File: src/rtl/i2c_master_multibyte_if.sv
// i2c_master_multibyte_if: control handshake and open-drain pad bundle for i2c_master_multibyte.
interface i2c_master_multibyte_if #(
  parameter int LEN_W = 4
);
  logic start;
  logic rw;
  logic [6:0] addr;
  logic [LEN_W-1:0] len;
  logic [7:0] tx_data;
  logic tx_valid;
  logic tx_ready;
  logic [7:0] rx_data;
  logic rx_valid;
  logic busy;
  logic done;
  logic nack_err;
  logic scl_i;
  logic scl_oe;
  logic sda_i;
  logic sda_oe;
  modport master (
    input start, rw, addr, len, tx_data, tx_valid, scl_i, sda_i,
    output tx_ready, rx_data, rx_valid, busy, done, nack_err, scl_oe, sda_oe
  );
  modport slave (
    output start, rw, addr, len, tx_data, tx_valid, scl_i, sda_i,
    input tx_ready, rx_data, rx_valid, busy, done, nack_err, scl_oe, sda_oe
  );
endinterface

File: src/rtl/i2c_master_multibyte.sv
// i2c_master_multibyte: single-master I2C engine for multi-byte reads/writes over open-drain pads.
// Define I2C_MASTER_CLK_STRETCH_EN to honour slave clock stretching on scl_i.
module i2c_master_multibyte #(
  parameter int CLK_DIV = 25,
  parameter int LEN_W = 4
) (
  input logic clk,
  input logic rst,
  i2c_master_multibyte_if.master bus
);
  localparam int QW = $clog2(CLK_DIV);
  typedef enum logic [3:0] {
    IDLE, START, ADDR, ADDR_ACK, LOAD, WR_BYTE, WR_ACK, RD_BYTE, RD_ACK, STOP
  } state_t;
  state_t state, state_n;
  logic [QW-1:0] qcnt;
  logic [1:0] q;
  logic [2:0] bcnt;
  logic [LEN_W-1:0] cnt;
  logic [7:0] sh;
  logic [7:0] rx_data;
  logic rw_q, ack, done, rx_valid, nack_err;
  logic scl_low, sda_low, run, stall, tick, adv, bit_end;
`ifdef I2C_MASTER_CLK_STRETCH_EN
  assign stall = !scl_low && !bus.scl_i;
`else
  logic unused_scl;
  assign unused_scl = bus.scl_i;
  assign stall = 1'b0;
`endif
  assign run = state != IDLE && state != LOAD;
  assign tick = run && !stall && qcnt == QW'(CLK_DIV - 1);
  assign adv = tick && q == 2'd3;
  assign bit_end = adv && bcnt == 3'd7;
  assign scl_low = state == LOAD || (run && state != START && !q[1]);
  assign sda_low = state == START ? q[1] :
                   (state == ADDR || state == WR_BYTE) ? !sh[7] :
                   state == RD_ACK ? cnt != '0 :
                   state == STOP && q != 2'd3;
  assign bus.scl_oe = scl_low;
  assign bus.sda_oe = sda_low;
  assign bus.busy = state != IDLE;
  assign bus.tx_ready = state == LOAD;
  assign bus.done = done;
  assign bus.rx_valid = rx_valid;
  assign bus.rx_data = rx_data;
  assign bus.nack_err = nack_err;
  always_comb begin
    state_n = state;
    case (state)
      IDLE:     state_n = bus.start ? START : IDLE;
      START:    state_n = adv ? ADDR : START;
      ADDR:     state_n = bit_end ? ADDR_ACK : ADDR;
      ADDR_ACK: state_n = !adv ? ADDR_ACK : (!ack || cnt == '0) ? STOP : rw_q ? RD_BYTE : LOAD;
      LOAD:     state_n = bus.tx_valid ? WR_BYTE : LOAD;
      WR_BYTE:  state_n = bit_end ? WR_ACK : WR_BYTE;
      WR_ACK:   state_n = !adv ? WR_ACK : (ack && cnt != '0) ? LOAD : STOP;
      RD_BYTE:  state_n = bit_end ? RD_ACK : RD_BYTE;
      RD_ACK:   state_n = !adv ? RD_ACK : cnt != '0 ? RD_BYTE : STOP;
      STOP:     state_n = adv ? IDLE : STOP;
      default:  state_n = IDLE;
    endcase
  end
  always_ff @(posedge clk) begin
    if (!rst) begin
      state <= IDLE;
      qcnt <= '0;
      q <= '0;
      bcnt <= '0;
      cnt <= '0;
      sh <= '0;
      rw_q <= 1'b0;
      ack <= 1'b0;
      done <= 1'b0;
      rx_valid <= 1'b0;
      rx_data <= '0;
      nack_err <= 1'b0;
    end else begin
      state <= state_n;
      qcnt <= (!run || tick || stall) ? '0 : qcnt + 1'b1;
      if (tick) q <= q + 1'b1;
      done <= state == STOP && adv;
      rx_valid <= 1'b0;
      if (state == IDLE && bus.start) begin
        sh <= {bus.addr, bus.rw};
        rw_q <= bus.rw;
        cnt <= bus.len;
        nack_err <= 1'b0;
        q <= '0;
        bcnt <= '0;
      end
      if (state == LOAD && bus.tx_valid) sh <= bus.tx_data;
      // SDA is sampled at the end of Q2, while SCL is high
      if (tick && q == 2'd2) begin
        ack <= !bus.sda_i;
        if (state == RD_BYTE) begin
          sh <= {sh[6:0], bus.sda_i};
          if (bcnt == 3'd7) begin
            rx_data <= {sh[6:0], bus.sda_i};
            rx_valid <= 1'b1;
            cnt <= cnt - 1'b1;
          end
        end
      end
      if (adv) begin
        if (state == ADDR || state == WR_BYTE) sh <= {sh[6:0], 1'b0};
        if (state == ADDR || state == WR_BYTE || state == RD_BYTE) bcnt <= bcnt + 1'b1;
        if (state == WR_BYTE && bcnt == 3'd7) cnt <= cnt - 1'b1;
        if ((state == ADDR_ACK || state == WR_ACK) && !ack) nack_err <= 1'b1;
      end
    end
  end
endmodule

File: src/flat_wrapper.sv
// flat-port wrapper written by rule: the top's interface ports become plain ports
module i2c_master_multibyte_flat 
#(
  parameter int CLK_DIV = 25,
  parameter int LEN_W = 4
)
  (clk, rst, bus_start, bus_rw, bus_addr, bus_len, bus_tx_data, bus_tx_valid, bus_scl_i, bus_sda_i, bus_tx_ready, bus_rx_data, bus_rx_valid, bus_busy, bus_done, bus_nack_err, bus_scl_oe, bus_sda_oe);
  i2c_master_multibyte_if #(.LEN_W(LEN_W)) bus_i ();
  input logic clk;
  input logic rst;
  input wire logic [$bits(bus_i.start)-1:0] bus_start;
  input wire logic [$bits(bus_i.rw)-1:0] bus_rw;
  input wire logic [$bits(bus_i.addr)-1:0] bus_addr;
  input wire logic [$bits(bus_i.len)-1:0] bus_len;
  input wire logic [$bits(bus_i.tx_data)-1:0] bus_tx_data;
  input wire logic [$bits(bus_i.tx_valid)-1:0] bus_tx_valid;
  input wire logic [$bits(bus_i.scl_i)-1:0] bus_scl_i;
  input wire logic [$bits(bus_i.sda_i)-1:0] bus_sda_i;
  output wire logic [$bits(bus_i.tx_ready)-1:0] bus_tx_ready;
  output wire logic [$bits(bus_i.rx_data)-1:0] bus_rx_data;
  output wire logic [$bits(bus_i.rx_valid)-1:0] bus_rx_valid;
  output wire logic [$bits(bus_i.busy)-1:0] bus_busy;
  output wire logic [$bits(bus_i.done)-1:0] bus_done;
  output wire logic [$bits(bus_i.nack_err)-1:0] bus_nack_err;
  output wire logic [$bits(bus_i.scl_oe)-1:0] bus_scl_oe;
  output wire logic [$bits(bus_i.sda_oe)-1:0] bus_sda_oe;
  assign bus_i.start = bus_start;
  assign bus_i.rw = bus_rw;
  assign bus_i.addr = bus_addr;
  assign bus_i.len = bus_len;
  assign bus_i.tx_data = bus_tx_data;
  assign bus_i.tx_valid = bus_tx_valid;
  assign bus_i.scl_i = bus_scl_i;
  assign bus_i.sda_i = bus_sda_i;
  assign bus_tx_ready = bus_i.tx_ready;
  assign bus_rx_data = bus_i.rx_data;
  assign bus_rx_valid = bus_i.rx_valid;
  assign bus_busy = bus_i.busy;
  assign bus_done = bus_i.done;
  assign bus_nack_err = bus_i.nack_err;
  assign bus_scl_oe = bus_i.scl_oe;
  assign bus_sda_oe = bus_i.sda_oe;
  i2c_master_multibyte #(.CLK_DIV(CLK_DIV), .LEN_W(LEN_W)) u_core (.clk(clk), .rst(rst), .bus(bus_i));
endmodule
File: config.mk
export PLATFORM = sky130hd
export DESIGN_NAME = i2c_master_multibyte_flat
export DESIGN_NICKNAME = d
export VERILOG_FILES = /design/src/rtl/i2c_master_multibyte_if.sv /design/src/rtl/i2c_master_multibyte.sv /design/src/flat_wrapper.sv
export SDC_FILE = /design/constraint.sdc
export NUM_CORES = 1
export LEC_CHECK = 0
export BUFFER_PORTS_ARGS = -buffer_cell sky130_fd_sc_hd__buf_2
export CORE_ASPECT_RATIO = 0.75
export CORE_MARGIN = 5
export CORE_UTILIZATION = 28
export CTS_CLUSTER_DIAMETER = 120
export DETAILED_ROUTE_END_ITERATION = 7
export PLACE_DENSITY = 0.45
export SKIP_LAST_GASP = 1
export SLEW_MARGIN = 20
export SYNTH_ARGS = -nofsm -noshare
export SYNTH_HDL_FRONTEND = slang
export SYNTH_SLANG_ARGS = --single-unit
File: constraint.sdc
create_clock -name clk -period 2.4 [get_ports clk]
set_input_delay 0.12 -clock clk [delete_from_list [all_inputs] [get_ports clk]]
set_output_delay 0.12 -clock clk [all_outputs]
set_load 0.05 [all_outputs]
==> run metrics <==
critical path depth 4; Slew Viols, Final 0; worst min path class in2reg; Final ANT Viol Nets 0; final non-filler cell total 424; post-synth top area share 0.3502; clock-pin slew on the worst setup and hold paths 0.08 ns; slew margin rel. 0.6026; RSZ-0062 raised after global routing no; placer congestion estimate 0.8286; Buf+Inv Stages, Crit Path 2; cts hold-fix bufs 0; Crit Path Max Fanout 17; hold path start bus_len[3]; Finished Core Util 0.3395; area grow syn2layout 18.97%; Sw Share 0.2526; Crit Reg-Reg Startpoint u_core.cnt[0]; GRT Overall Usage 0.1235; total CTS buffers 5; Peak Freq 460.4 MHz; CTS root buf clkbuf_8; hold path depth 4; reg2reg path depth 7; largest net degree at the start of global routing 29; Ant. Diodes 0; Core Area a little under 0.008 mm²; Crit. Startpoint u_core.state[0]; Largest stage delay, worst path 0.52 ns; worst slew pin tran 0.5953 ns; die area 0.009866 mm²; multi-input logic area 0.001315 mm²; clk sink count 39; Routed WL per cell 13.95 µm; Post-Syn Area 0.002230 mm²; Crit path max-delay family buffers and inverters; Die Y 87.28 µm; ys flop type dfxtp_1; Max Buffers Root-to-Sink 2; reg2reg setup slack ~0.34 ns; H-tree depth 2; initial core utilization 0.2854; vias in the first global route 1931; Syn Area/Cell about 8 µm²; Seq pwr share 0.483; Pwr Density 538.5 mW/mm²; Worst VDD drop 0.2113 mV; share of cells above drive strength 1 0.1944; I/O pins 41; min Tclk post-route about 2.2 ns; syn_nets 315; GRT Residual Overflow 0; row cnt 28; Vias 2096; Clk pwr share 0.410; Critical Path AT 2.05 ns; Final #Nets around 350; CP cell instances buf_4 > or4_1 > a21oi_1 > buf_2; First-pass DRT Iterations 4; CP endpoint kind output port; ranking of synthesized cells by area dfxtp_1, nand2_1, nor2_1; Post-Synthesis Cells 282; Seq. cell area 780.7 µm²; register area share after synthesis 0.3502; critical path type reg2out; Filler Cells Inserted approximately 850; Static Leakage 1.114 nW; placed cell count 416; final wirelength 5.913 mm; DR DRC count 0; PortBufs 39; Post-synth EDFFs 0; Critical Path RT around 2.3 ns; setup violators final 0; Final Cycle Share 0.9050; Yosys reg bits 39; first-pass GRT wire length 9.825 mm; Vias/cell around 5; Logic pwr share 0.108; Hold Fails Final Rpt 0; clk_skew between 0.005 and 0.006 ns; final setup TNS 0 ns; switching power 0.0003608 W; Max Cap Violations 0; chip width 113.0 µm; Cell Int Power about 0.0011 W; ys async rst share 0; CP Launch Type flop; post-DP HPWL between 4 and 5 mm; CP max-delay cell or4_1; outcome finished clean; Yosys Warn Count 0; initial antenna violation count 0; clock latency at the later pin of the worst-skew pair approximately 0.30 ns; setup bufs post-CTS 0; dominant cell type by area after synthesis dfxtp_1; clock tree from TritonCTS built; DR iter-0 viols between 100 and 150; synth unique cells 49; CTS resizes 0
## flip-flops by register name, indices dropped and copies added, names as in the netlist
name                 count
u_core.bus.rx_data       8
u_core.sh                8
u_core.qcnt              5
u_core.cnt               4
u_core.state             4
u_core.bcnt              3
u_core.q                 2
u_core.ack               1
u_core.bus.done          1
u_core.bus.nack_err      1
u_core.bus.rx_valid      1
u_core.rw_q              1
## layer usage
layer | vias up | part of all wire | track usage
met1 | 949 | 0.52 | 0.1912
met5 | - | 0 | 0
li1 | 1072 | - | -
met3 | 9 | 0.069 | 0.03056
met2 | 66 | 0.39 | 0.1640
met4 | 0 | 0.015 | 0.03712
## kinds of logic (layout without fill, tap and decap cells)
logic type / count (synthesis) / in the layout / synth area share
AO/OA/AOI/OAI: 59 / 59 / 0.1841
XOR/XNOR: 5 / 5 / 0.01964
adder cells (fa/ha/maj): 7 / 7 / 0.03928
buffers and inverters: 30 / 67 / 0.06004
flip-flops: 39 / 39 / 0.3502
multiplexers: 10 / 10 / 0.04490
AND/OR/NAND/NOR: 132 / 132 / 0.3019
## metrics by stage
| step | hold WS [ns] | total power, W | cell area (µm²) | worst slack (ns) |
|---|---|---|---|---|
| global placement | 0.4003 | 0.0008606 | 2535 | 0.3652 |
| detailed placement | 0.4138 | 0.0008588 | 2535 | 0.3503 |
| CTS | 0.1009 | 0.001450 | 2653 | 0.2069 |
| floorplan | 0.2803 | 0.0008026 | 2230 | 0.2745 |
| global route | 0.1182 | 0.001500 | 2653 | 0.09449 |
| finish | 0.1038 | 0.001428 | 2653 | 0.2279 |
## cell type report
cell class              count  area share
flip-flops and latches     39      0.2943
repair buffers             49      0.1019
well taps                 105     0.04953
inverters                  10     0.01415
clock buffers               6     0.03113
multi-input cells         213      0.4958
clock inverters             2     0.01321
## cell usage in the layout, fill, tap and decap left out, drive strengths merged, types with 10 or more instances in the layout
| cell | synthesis | routed |
|---|---|---|
| nor3 | 14 | 14 |
| a21oi | 11 | 11 |
| buf | 9 | 49 |
| inv | 10 | 10 |
| nor2 | 29 | 29 |
| a31oi | 10 | 10 |
| dfxtp | 39 | 39 |
| nand2 | 36 | 36 |
| nor2b | 11 | 11 |
| nand3 | 14 | 14 |
| mux2i | 10 | 10 |
## worst reg2reg max path: cells and delay by family (launching register included)
family | cells | cell delay [ns]
compound gates | 1 | 0.20
fa+ha+maj | 1 | 0.20
buf+inv | 1 | 0.06
flops | 1 | 0.39
simple gates | 4 | 1.09
## power groups by stage
stage	clock, W	sequential (W)	combinational [W]
after floorplan	0	0.000693	0.000110
after global placement	0	0.000705	0.000155
after detailed placement	0	0.000704	0.000154
after CTS	0.000605	0.000689	0.000155
after global routing	0.000634	0.000693	0.000172
final	0.000585	0.000689	0.000154
## worst paths after layout
path,endpoint
worst max-delay path,bus_sda_oe
worst min-delay path,u_core.cnt[3]
worst max register to register,u_core.state[0]
worst min register to register,u_core.qcnt[0]
## Yosys cell counts (2+ instances only)
cell	instances
o21ai_0	5
inv_1	9
o22ai_1	2
o31ai_1	2
o2111ai_1	2
a31oi_1	10
a21boi_0	3
a211oi_1	4
ha_1	7
nor2b_1	11
a221oi_1	2
xnor2_1	2
and2_1	4
nand2_1	36
nor2_1	29
or3_1	2
buf_1	2
nor3_1	13
a21boi_1	2
nand2b_1	4
a22o_1	7
o21a_1	4
xor2_1	3
nor4_1	3
mux2i_1	10
buf_6	2
a21oi_1	11
and4_1	2
clkbuf_1	11
buf_2	5
dfxtp_1	39
or4_1	3
nand3_1	14
and3_1	2
Power figures use the tool's default switching activity.
